===== src/rtl/module_bcd_display_ctrl_pkg.sv =====
// Shared types and constants for the BCD conversion / 7-segment display controller.
package pkg_bcd_display;

    localparam int unsigned BIN_W     = 8;
    localparam int unsigned NIB_W     = 4;
    localparam int unsigned BCD_W     = 3 * NIB_W;
    localparam int unsigned SEG_W     = 7;
    localparam int unsigned AN_W      = 4;
    localparam int unsigned BIT_COUNT = 8;
    localparam int unsigned BIT_CNT_W = 4;

    localparam logic [SEG_W-1:0] SEG_BLANK  = 7'b1111111;
    localparam logic [SEG_W-1:0] SEG_ZERO   = 7'b1000000;
    localparam logic [AN_W-1:0]  ANODOS_OFF = 4'b1111;

    typedef enum logic [1:0] {
        IDLE  = 2'd0,
        SHIFT = 2'd1,
        DONE  = 2'd2
    } state_t;

    typedef logic [1:0] digit_idx_t;

    localparam digit_idx_t DIG_UNITS    = 2'd0;
    localparam digit_idx_t DIG_TENS     = 2'd1;
    localparam digit_idx_t DIG_HUNDREDS = 2'd2;

    // Double-dabble correction applied to each BCD nibble before a shift.
    function automatic logic [NIB_W-1:0] dabble_adj(input logic [NIB_W-1:0] nib);
        return (nib >= NIB_W'(5)) ? nib + NIB_W'(3) : nib;
    endfunction

    function automatic logic [AN_W-1:0] anode_sel(input digit_idx_t idx);
        case (idx)
            DIG_UNITS:    return 4'b1110;
            DIG_TENS:     return 4'b1101;
            DIG_HUNDREDS: return 4'b1011;
            default:      return ANODOS_OFF;
        endcase
    endfunction

endpackage


===== src/rtl/module_bcd_to_7seg.sv =====
// Combinational BCD digit to active-low 7-segment pattern ({g,f,e,d,c,b,a}).
module module_bcd_to_7seg
    import pkg_bcd_display::*;
(
    input  logic [NIB_W-1:0] i_bcd,
    output logic [SEG_W-1:0] o_seg_c
);

    always_comb begin
        o_seg_c = SEG_BLANK;
        case (i_bcd)
            4'd0:    o_seg_c = 7'b1000000;
            4'd1:    o_seg_c = 7'b1111001;
            4'd2:    o_seg_c = 7'b0100100;
            4'd3:    o_seg_c = 7'b0110000;
            4'd4:    o_seg_c = 7'b0011001;
            4'd5:    o_seg_c = 7'b0010010;
            4'd6:    o_seg_c = 7'b0000010;
            4'd7:    o_seg_c = 7'b1111000;
            4'd8:    o_seg_c = 7'b0000000;
            4'd9:    o_seg_c = 7'b0010000;
            default: o_seg_c = SEG_BLANK;
        endcase
    end

endmodule


===== src/rtl/module_bcd_display_ctrl.sv =====
// Loads an 8-bit value, converts it to three BCD digits by double-dabble and
// scans the held result onto a common-anode display with leading-zero blanking.
module module_bcd_display_ctrl
    import pkg_bcd_display::*;
#(
    parameter int unsigned DIGIT_CYCLES = 50000
) (
    input  logic             CLK,
    input  logic             RST,
    input  logic [BIN_W-1:0] VALOR,
    input  logic             CARGAR,
    output logic             LISTO,
    output logic             HECHO,
    output logic [NIB_W-1:0] UNIDADES,
    output logic [NIB_W-1:0] DECENAS,
    output logic [NIB_W-1:0] CENTENAS,
    output logic [AN_W-1:0]  ANODOS,
    output logic [SEG_W-1:0] SEGMENTOS
);

    localparam int unsigned REF_W = $clog2(DIGIT_CYCLES);

    state_t                   r_state;
    state_t                   w_state_next;
    logic                     r_listo;
    logic                     r_hecho;
    logic                     w_listo_d;
    logic                     w_hecho_d;

    logic [BIN_W-1:0]         r_shift;
    logic [BCD_W-1:0]         r_scratch;
    logic [BIT_CNT_W-1:0]     r_bit_cnt;
    logic [NIB_W-1:0]         r_unidades;
    logic [NIB_W-1:0]         r_decenas;
    logic [NIB_W-1:0]         r_centenas;

    logic                     w_load;
    logic                     w_last_shift;
    logic [BCD_W-1:0]         w_scratch_adj;
    logic [BCD_W+BIN_W-1:0]   w_shifted;
    logic [BCD_W-1:0]         w_scratch_next;

    logic [REF_W-1:0]         r_refresh;
    digit_idx_t               r_digit_idx;
    digit_idx_t               w_idx_next;
    logic                     w_wrap;
    logic [NIB_W-1:0]         w_digit_mux;
    logic                     w_blank;
    logic [SEG_W-1:0]         w_seg_c;
    logic [AN_W-1:0]          r_anodos;
    logic [SEG_W-1:0]         r_seg;

    assign w_load        = CARGAR && r_listo;
    assign w_last_shift  = (r_state == SHIFT) && (r_bit_cnt == BIT_CNT_W'(BIT_COUNT - 1));
    assign w_scratch_adj = {dabble_adj(r_scratch[11:8]),
                            dabble_adj(r_scratch[7:4]),
                            dabble_adj(r_scratch[3:0])};
    assign w_shifted      = {w_scratch_adj, r_shift} << 1;
    assign w_scratch_next = w_shifted[BCD_W+BIN_W-1:BIN_W];

    // LISTO/HECHO are registered from the next state so they line up with it.
    always_ff @(posedge CLK) begin
        if (RST) begin
            r_state <= IDLE;
            r_listo <= 1'b1;
            r_hecho <= 1'b0;
        end else begin
            r_state <= w_state_next;
            r_listo <= w_listo_d;
            r_hecho <= w_hecho_d;
        end
    end

    always_comb begin
        w_state_next = r_state;
        case (r_state)
            IDLE:    if (w_load) w_state_next = SHIFT;
            SHIFT:   if (w_last_shift) w_state_next = DONE;
            DONE:    w_state_next = IDLE;
            default: w_state_next = IDLE;
        endcase
    end

    always_comb begin
        w_listo_d = 1'b0;
        w_hecho_d = 1'b0;
        case (w_state_next)
            IDLE:    w_listo_d = 1'b1;
            DONE:    w_hecho_d = 1'b1;
            default: ;
        endcase
    end

    // Result digits are written together with entry into DONE so they are valid with HECHO.
    always_ff @(posedge CLK) begin
        if (RST) begin
            r_shift    <= '0;
            r_scratch  <= '0;
            r_bit_cnt  <= '0;
            r_unidades <= '0;
            r_decenas  <= '0;
            r_centenas <= '0;
        end else begin
            case (r_state)
                IDLE: begin
                    if (w_load) begin
                        r_shift   <= VALOR;
                        r_scratch <= '0;
                        r_bit_cnt <= '0;
                    end
                end
                SHIFT: begin
                    r_scratch <= w_scratch_next;
                    r_shift   <= w_shifted[BIN_W-1:0];
                    r_bit_cnt <= r_bit_cnt + BIT_CNT_W'(1);
                    if (w_last_shift) begin
                        r_centenas <= w_scratch_next[11:8];
                        r_decenas  <= w_scratch_next[7:4];
                        r_unidades <= w_scratch_next[3:0];
                    end
                end
                default: ;
            endcase
        end
    end

    assign w_wrap = (r_refresh == REF_W'(DIGIT_CYCLES - 1));

    // Selects the digit for the slot about to start, and whether it is a leading zero.
    always_comb begin
        w_idx_next  = DIG_UNITS;
        w_digit_mux = r_unidades;
        w_blank     = 1'b0;
        case (r_digit_idx)
            DIG_UNITS: w_idx_next = DIG_TENS;
            DIG_TENS:  w_idx_next = DIG_HUNDREDS;
            default:   w_idx_next = DIG_UNITS;
        endcase
        case (w_idx_next)
            DIG_TENS: begin
                w_digit_mux = r_decenas;
                w_blank     = (r_centenas == '0) && (r_decenas == '0);
            end
            DIG_HUNDREDS: begin
                w_digit_mux = r_centenas;
                w_blank     = (r_centenas == '0);
            end
            default: ;
        endcase
    end

    module_bcd_to_7seg u_bcd_to_7seg (
        .i_bcd   (w_digit_mux),
        .o_seg_c (w_seg_c)
    );

    // Display pins only change at slot boundaries; a slot is never corrected mid-way.
    always_ff @(posedge CLK) begin
        if (RST) begin
            r_refresh   <= '0;
            r_digit_idx <= DIG_UNITS;
            r_anodos    <= anode_sel(DIG_UNITS);
            r_seg       <= SEG_ZERO;
        end else if (w_wrap) begin
            r_refresh   <= '0;
            r_digit_idx <= w_idx_next;
            r_anodos    <= w_blank ? ANODOS_OFF : anode_sel(w_idx_next);
            r_seg       <= w_blank ? SEG_BLANK : w_seg_c;
        end else begin
            r_refresh   <= r_refresh + REF_W'(1);
        end
    end

    assign LISTO     = r_listo;
    assign HECHO     = r_hecho;
    assign UNIDADES  = r_unidades;
    assign DECENAS   = r_decenas;
    assign CENTENAS  = r_centenas;
    assign ANODOS    = r_anodos;
    assign SEGMENTOS = r_seg;

endmodule


===== config.mk =====
export PLATFORM = sky130hd
export DESIGN_NAME = module_bcd_display_ctrl
export DESIGN_NICKNAME = d
export VERILOG_FILES = /design/src/rtl/module_bcd_display_ctrl_pkg.sv /design/src/rtl/module_bcd_to_7seg.sv /design/src/rtl/module_bcd_display_ctrl.sv
export SDC_FILE = /design/constraint.sdc
export NUM_CORES = 1
export LEC_CHECK = 0
export CAP_MARGIN = 10
export CELL_PAD_IN_SITES_DETAIL_PLACEMENT = 1
export CELL_PAD_IN_SITES_GLOBAL_PLACEMENT = 2
export CORE_ASPECT_RATIO = 1.2
export CORE_MARGIN = 2
export CORE_UTILIZATION = 34
export CTS_CLUSTER_DIAMETER = 60
export CTS_CLUSTER_SIZE = 24
export DETAILED_ROUTE_END_ITERATION = 12
export PLACE_DENSITY_LB_ADDON = 0.1
export SLEW_MARGIN = 5
export SYNTH_ARGS = -nofsm -noshare
export SYNTH_HDL_FRONTEND = slang
export SYNTH_HIERARCHICAL = 1
export SYNTH_SLANG_ARGS = --single-unit

===== constraint.sdc =====
create_clock -name CLK -period 2.45 [get_ports CLK]
set_input_delay 0.245 -clock CLK [delete_from_list [all_inputs] [get_ports CLK]]
set_output_delay 0.245 -clock CLK [all_outputs]
set_load 0.03 [all_outputs]

# --- Word-level counts from Yosys, hierarchy flattened ---
# Memory sizes are Yosys's and may differ from the RTL's.
# Index checks and enable logic that the tools add are counted.
word_totals:
  mem_bits_ro: 112
  reg_bits: 69
  n_memories: 1
  in_bits: 11
memory_table:
  columns: ["name", "depth", "width", "read_ports", "rd_ports_with_merged_regs", "wr", "line", "text"]
  rows:
  - ["(name not given)", 16, 7, 1, 0, 0, "module_bcd_to_7seg.sv:11", "case (i_bcd)"]
op_classes:
  addsub: 5
  order_cmp: 3
  muxes: 20
  n_eq_ne: 8
  reduce_logical: 13
ops:
  columns: ["cell", "count"]
  rows:
  - ["12-bit case mux with 2 select lines", 1]
  - ["16-bit by 1-bit adder with 16-bit output, second input constant", 1]
  - ["16-bit == test, second input constant", 1]
  - ["4-bit 2-to-1 mux", 4]
  - ["4-bit case mux with 2 select lines", 2]
  - ["8-bit case mux with 2 select lines", 1]
  - ["4-bit by 3-bit greater-or-equal comparator with 1-bit output, second input constant", 3]
  - ["12-bit 2-to-1 mux", 1]
  - ["3-bit case mux with 3 select lines", 1]
  - ["4-bit by 2-bit adder with 4-bit output, second input constant", 2]
  - ["2-bit zero test", 4]
  - ["4-bit zero test", 2]
  - ["8-bit 2-to-1 mux", 1]
  - ["2-bit case mux with 2 select lines", 2]
  - ["7-bit 2-to-1 mux", 1]
  - ["2-bit by 1-bit == test with 1-bit output, second input constant", 3]
  - ["4-bit by 1-bit adder with 4-bit output, second input constant", 1]
  - ["2-bit == test, second input constant", 2]
  - ["4-bit by 3-bit == test with 1-bit output, second input constant", 1]
  - ["2-bit 2-to-1 mux", 2]
  - ["2-bit AND reduction", 2]
  - ["3-bit by 2-bit adder with 3-bit output, second input constant", 1]
  - ["1-bit logical AND", 3]
  - ["3-bit 2-to-1 mux", 1]
  - ["other kinds (5)", 6]

# --- Depth between registers and ports, before layout ---
logic_depth:
  word_depth: 6
  depth_mapped: 9

# --- Hierarchy ---
# Netlist, hierarchy kept.
modules_own_cells:
  columns: ["module", "area_per_inst_um2", "cells_per_inst", "seq_area_each_um2", "n_inst"]
  rows:
  - ["module_bcd_display_ctrl", 3004.1, 342, 1361.3, 1]
  - ["module_bcd_to_7seg", 210.2, 33, 0.0, 1]

# --- Worst setup path after synthesis ---
# No wires, ideal clock.
synth_path:
  kind: "reg-to-reg"
  startpoint: "reg r_digit_idx[0]"
  endpoint: "reg r_seg[3] (netlist: SEGMENTOS[3])"
  path_stages_with_launch: 10
  synth_period_minus_slack_ns: 2.178
  path_buffers: 1
  setup_time_ns: 0.119
  arrival_ns: 2.059
  path_slack_ns: 0.272
  path_cell_list: "dfxtp_1 clkbuf_1 mux2i_1 o21ai_0 inv_1 ha_1 or2_1 a21oi_2 a31oi_1 o221a_1"
synth_between:
  elab_chain_cells: 6
  elab_cells_between_ends: 9
synth_rtl:
  columns: ["item", "line", "text"]
  rows:
  - ["start: declaration", "module_bcd_display_ctrl.sv:44", "digit_idx_t r_digit_idx;"]
  - ["start signal: assignment", "module_bcd_display_ctrl.sv:166", "r_digit_idx <= w_idx_next;"]
  - ["2-bit by 1-bit == test with 1-bit output / 2-bit zero test (equally long branches)", "module_bcd_display_ctrl.sv:134", "case (r_digit_idx)"]
  - ["2-bit case mux with 2 select lines (*)", "module_bcd_display_ctrl.sv:134", null]
  - ["2-bit == test / 2-bit by 1-bit == test with 1-bit output (equally long branches)", "module_bcd_display_ctrl.sv:139", "case (w_idx_next)"]
  - ["4-bit case mux with 2 select lines (*)", "module_bcd_display_ctrl.sv:139", null]
  - ["via w_digit_mux[1]", "module_bcd_display_ctrl.sv:47", "logic [NIB_W-1:0] w_digit_mux;"]
  - ["memory read 16 x 7 bit (*)", null, null]
  - ["via w_seg_c[3]", "module_bcd_display_ctrl.sv:49", "logic [SEG_W-1:0] w_seg_c;"]
  - ["7-bit 2-to-1 mux (*)", "module_bcd_display_ctrl.sv:168", "r_seg <= w_blank ? SEG_BLANK : w_seg_c;"]
  - ["end signal: assignment", "module_bcd_display_ctrl.sv:168", null]
  - ["end: declaration", "module_bcd_display_ctrl.sv:51", "logic [SEG_W-1:0] r_seg;"]
# The timed path passes the listed nets; every way through them passes the cells marked *.
# A chain may end at the register's enable or synchronous reset.

# --- Worst setup path after layout ---
layout_path:
  startpoint: "reg r_digit_idx[0]"
  endpoint: "reg r_seg[1] (netlist: SEGMENTOS[1])"
# The elaborated chain is that of the path after synthesis.

==> reports/metrics.yaml <==
syn-num-nets: 399
antenna_found_initial: 0
hold_class: "reg2reg"
first_pass_iters: 4
clk_pin_slew_ns: 0.07
wl_um: 7936
layout_commonest_cell: "dfxtp_1"
clock-sinks: 68
path_cells: "mux2i_1 -> o21ai_0 -> inv_1 -> ha_1 -> o21ai_0 -> o21ai_0 -> o221a_1"
slew_violations: 0
setup_tns_ns: 0
fillers: 1102
syn_area_per_cell_sq_um: 8.572
grt_max_degree: 37
slowest_stage: "dfxtp_1"
worstMarginPinSlew_ns: 0.5735
ys_types: 50
cts_max_level: 3
hold_viol: 0
yosys_most_used_dff: "dfxtp_1"
cts_root_buf: "clkbuf_8"
postCtsSetupBuffers: 0
vias: 2736
post-route-period-util_pct: 87.15
die_height_um: 110.5
peakVddDrop_mv: 0.2453
ys_warn_count: 6
rsz0062_at_grt: "no"
fmax_ghz: 0.4683
top_level_ports: 36
seq_area_sq_um: 1361
initial_core_util_pct: 35.21
drt_iter0_drc: 57
crit_type: "reg2reg"
grt_pass1_wl_um: 13410
critPathCaptureType: "register"
die_area_sq_um: 10250
avgViaCountPerCell: 5.133
rows: 38
utilization_pct: 42.20
rrSetupSlack_ns: 0.31
syn2layout_area_growth_pct: 19.85
grt-ovfl-total: 0
postCtsResizedCells: 0
grt_pass1_vias: 2736
wl_per_cell_um: 14.89
synth_edf_count: 0
clk_path_buf_depth: 2
die_x_um: 92.76
layout_common_cells: "dfxtp_1 (68), nand2_1 (45), nor2_1 (45)"
syn_area_sq_um: 3214
cts_tree: "yes"
netlist_top_cells_area: "dfxtp_1 (42%), nand2_1 (5.3%), nor2_1 (5.3%)"
layout.nets: 432
leakage_nw: 1.322
critPathLaunchType: "register"
clk_latency_ns: 0.34
path_max_fanout: 10
whs_ns: 0.4549
period_minus_slack_ns: 2.135
critical_path_arrival_ns: 2.37
drv_cap: 0
coreArea_sq_um: 9129
finalSetupViolations: 0
yosys.area.top_type: "dfxtp_1"
n_antenna_cell: 0
powerDensity_nw_per_um2: 558.8
fin_skew_ns: 0.007367
max_slew_margin_pct: 61.77
dpl_cell_area_sq_um: 3671
status: "completed"
ctsHoldBuffers: 0
stdcell_area_sq_um: 3852
cp.required_ns: 2.68
critPathMaxStageDelay_ns: 0.57
async_reset_ff_share_pct: 0
ys_seq_area_share_pct: 42.35
totalPowerFinal_mw: 2.153
crit_top_cell: "o21ai_0"
multi_input_area_sq_um: 1692
io_buffers: 34
gp_congestion: 0.8013
place_hpwl_um: 5607
synth_top_area_share_pct: 42.35
syn_inst: 375
drive_above_1_share_pct: 8.959
drtAntennaViolNets: 0
numCtsBuffers: 9
ys_ff_latch: 68
drc_errors: 0
gr-usage-all-layers_pct: 16.22
==> final timing paths <==
| path | to | cells past startpoint | from |
|---|---|---|---|
| worst min-delay path | r_refresh[0] | 1 | r_refresh[0] |
| worst min register to register | r_refresh[0] | 1 | r_refresh[0] |
| worst max-delay path | SEGMENTOS[1] | 7 | r_digit_idx[0] |
| worst max register to register | SEGMENTOS[1] | 7 | r_digit_idx[0] |
==> stage by stage <==
stage | setup WS, ns | std cells
after floorplan | 0.2724 | 375
after global placement | 0.4311 | 517
after detailed placement | 0.3201 | 517
after CTS | 0.3013 | 533
after global routing | 0.1158 | 533
final | 0.3148 | 533
==> routing by layer <==
layer	vias to the layer above	wire (um)	global-route usage [%]
li1	1377	-	-
met1	1325	3767	20.65
met2	26	3861	26.43
met3	8	198	4.229
met4	0	109	5.588
met5	-	0	0
==> layout make-up <==
type	instances	area share (%)
Multi-Input combinational cell	270	43.91
Sequential cell	68	35.34
Timing Repair Buffer	43	10.59
Clock buffer	15	4.579
Tap cell	120	3.897
Inverter	16	1.559
Clock inverter	1	0.1299
==> synth_stat cells (6+ instances only) <==
cell      instances
dfxtp_1          68
inv_1            16
clkbuf_1         11
nand2b_1          7
o22ai_1           6
a311oi_1          8
nor2_1           45
buf_2             6
ha_1             13
nor3_1           15
a21oi_1          17
xnor2_1          15
nand3_1          12
o21ai_0          19
nand2_1          45
o221a_1           6
==> registers in the layout (all words and copies together) (netlist names) <==
signal	flops
r_shift	8
r_state	2
HECHO	1
r_refresh	16
CENTENAS	4
DECENAS	4
UNIDADES	4
SEGMENTOS	7
r_scratch	12
ANODOS	3
LISTO	1
r_bit_cnt	4
r_digit_idx	2
==> power by group <==
part	internal [mW]	total [mW]	switching (mW)
clock	0.451	0.873	0.421
combinational	0.0516	0.137	0.0850
sequential	1.13	1.14	0.0155
==> critical path, delay by kind of cell, from the launching register on <==
| family | cells | cell delay [ns] |
|---|---|---|
| flip-flops | 1 | 0.57 |
| multiplexers | 1 | 0.13 |
| buffers and inverters | 1 | 0.15 |
| AO/OA/AOI/OAI | 4 | 0.83 |
| adder cells (fa/ha/maj) | 1 | 0.33 |
==> kinds of logic after synthesis <==
group / synth area share, %
buf+inv: 5.021
xor+xnor: 4.360
mux: 2.958
compound gates: 16.19
flops: 42.35
simple gates: 23.94
fa+ha+maj: 5.060
other cells: 0.1167
Note: power is estimated with default switching activity, not from simulation.
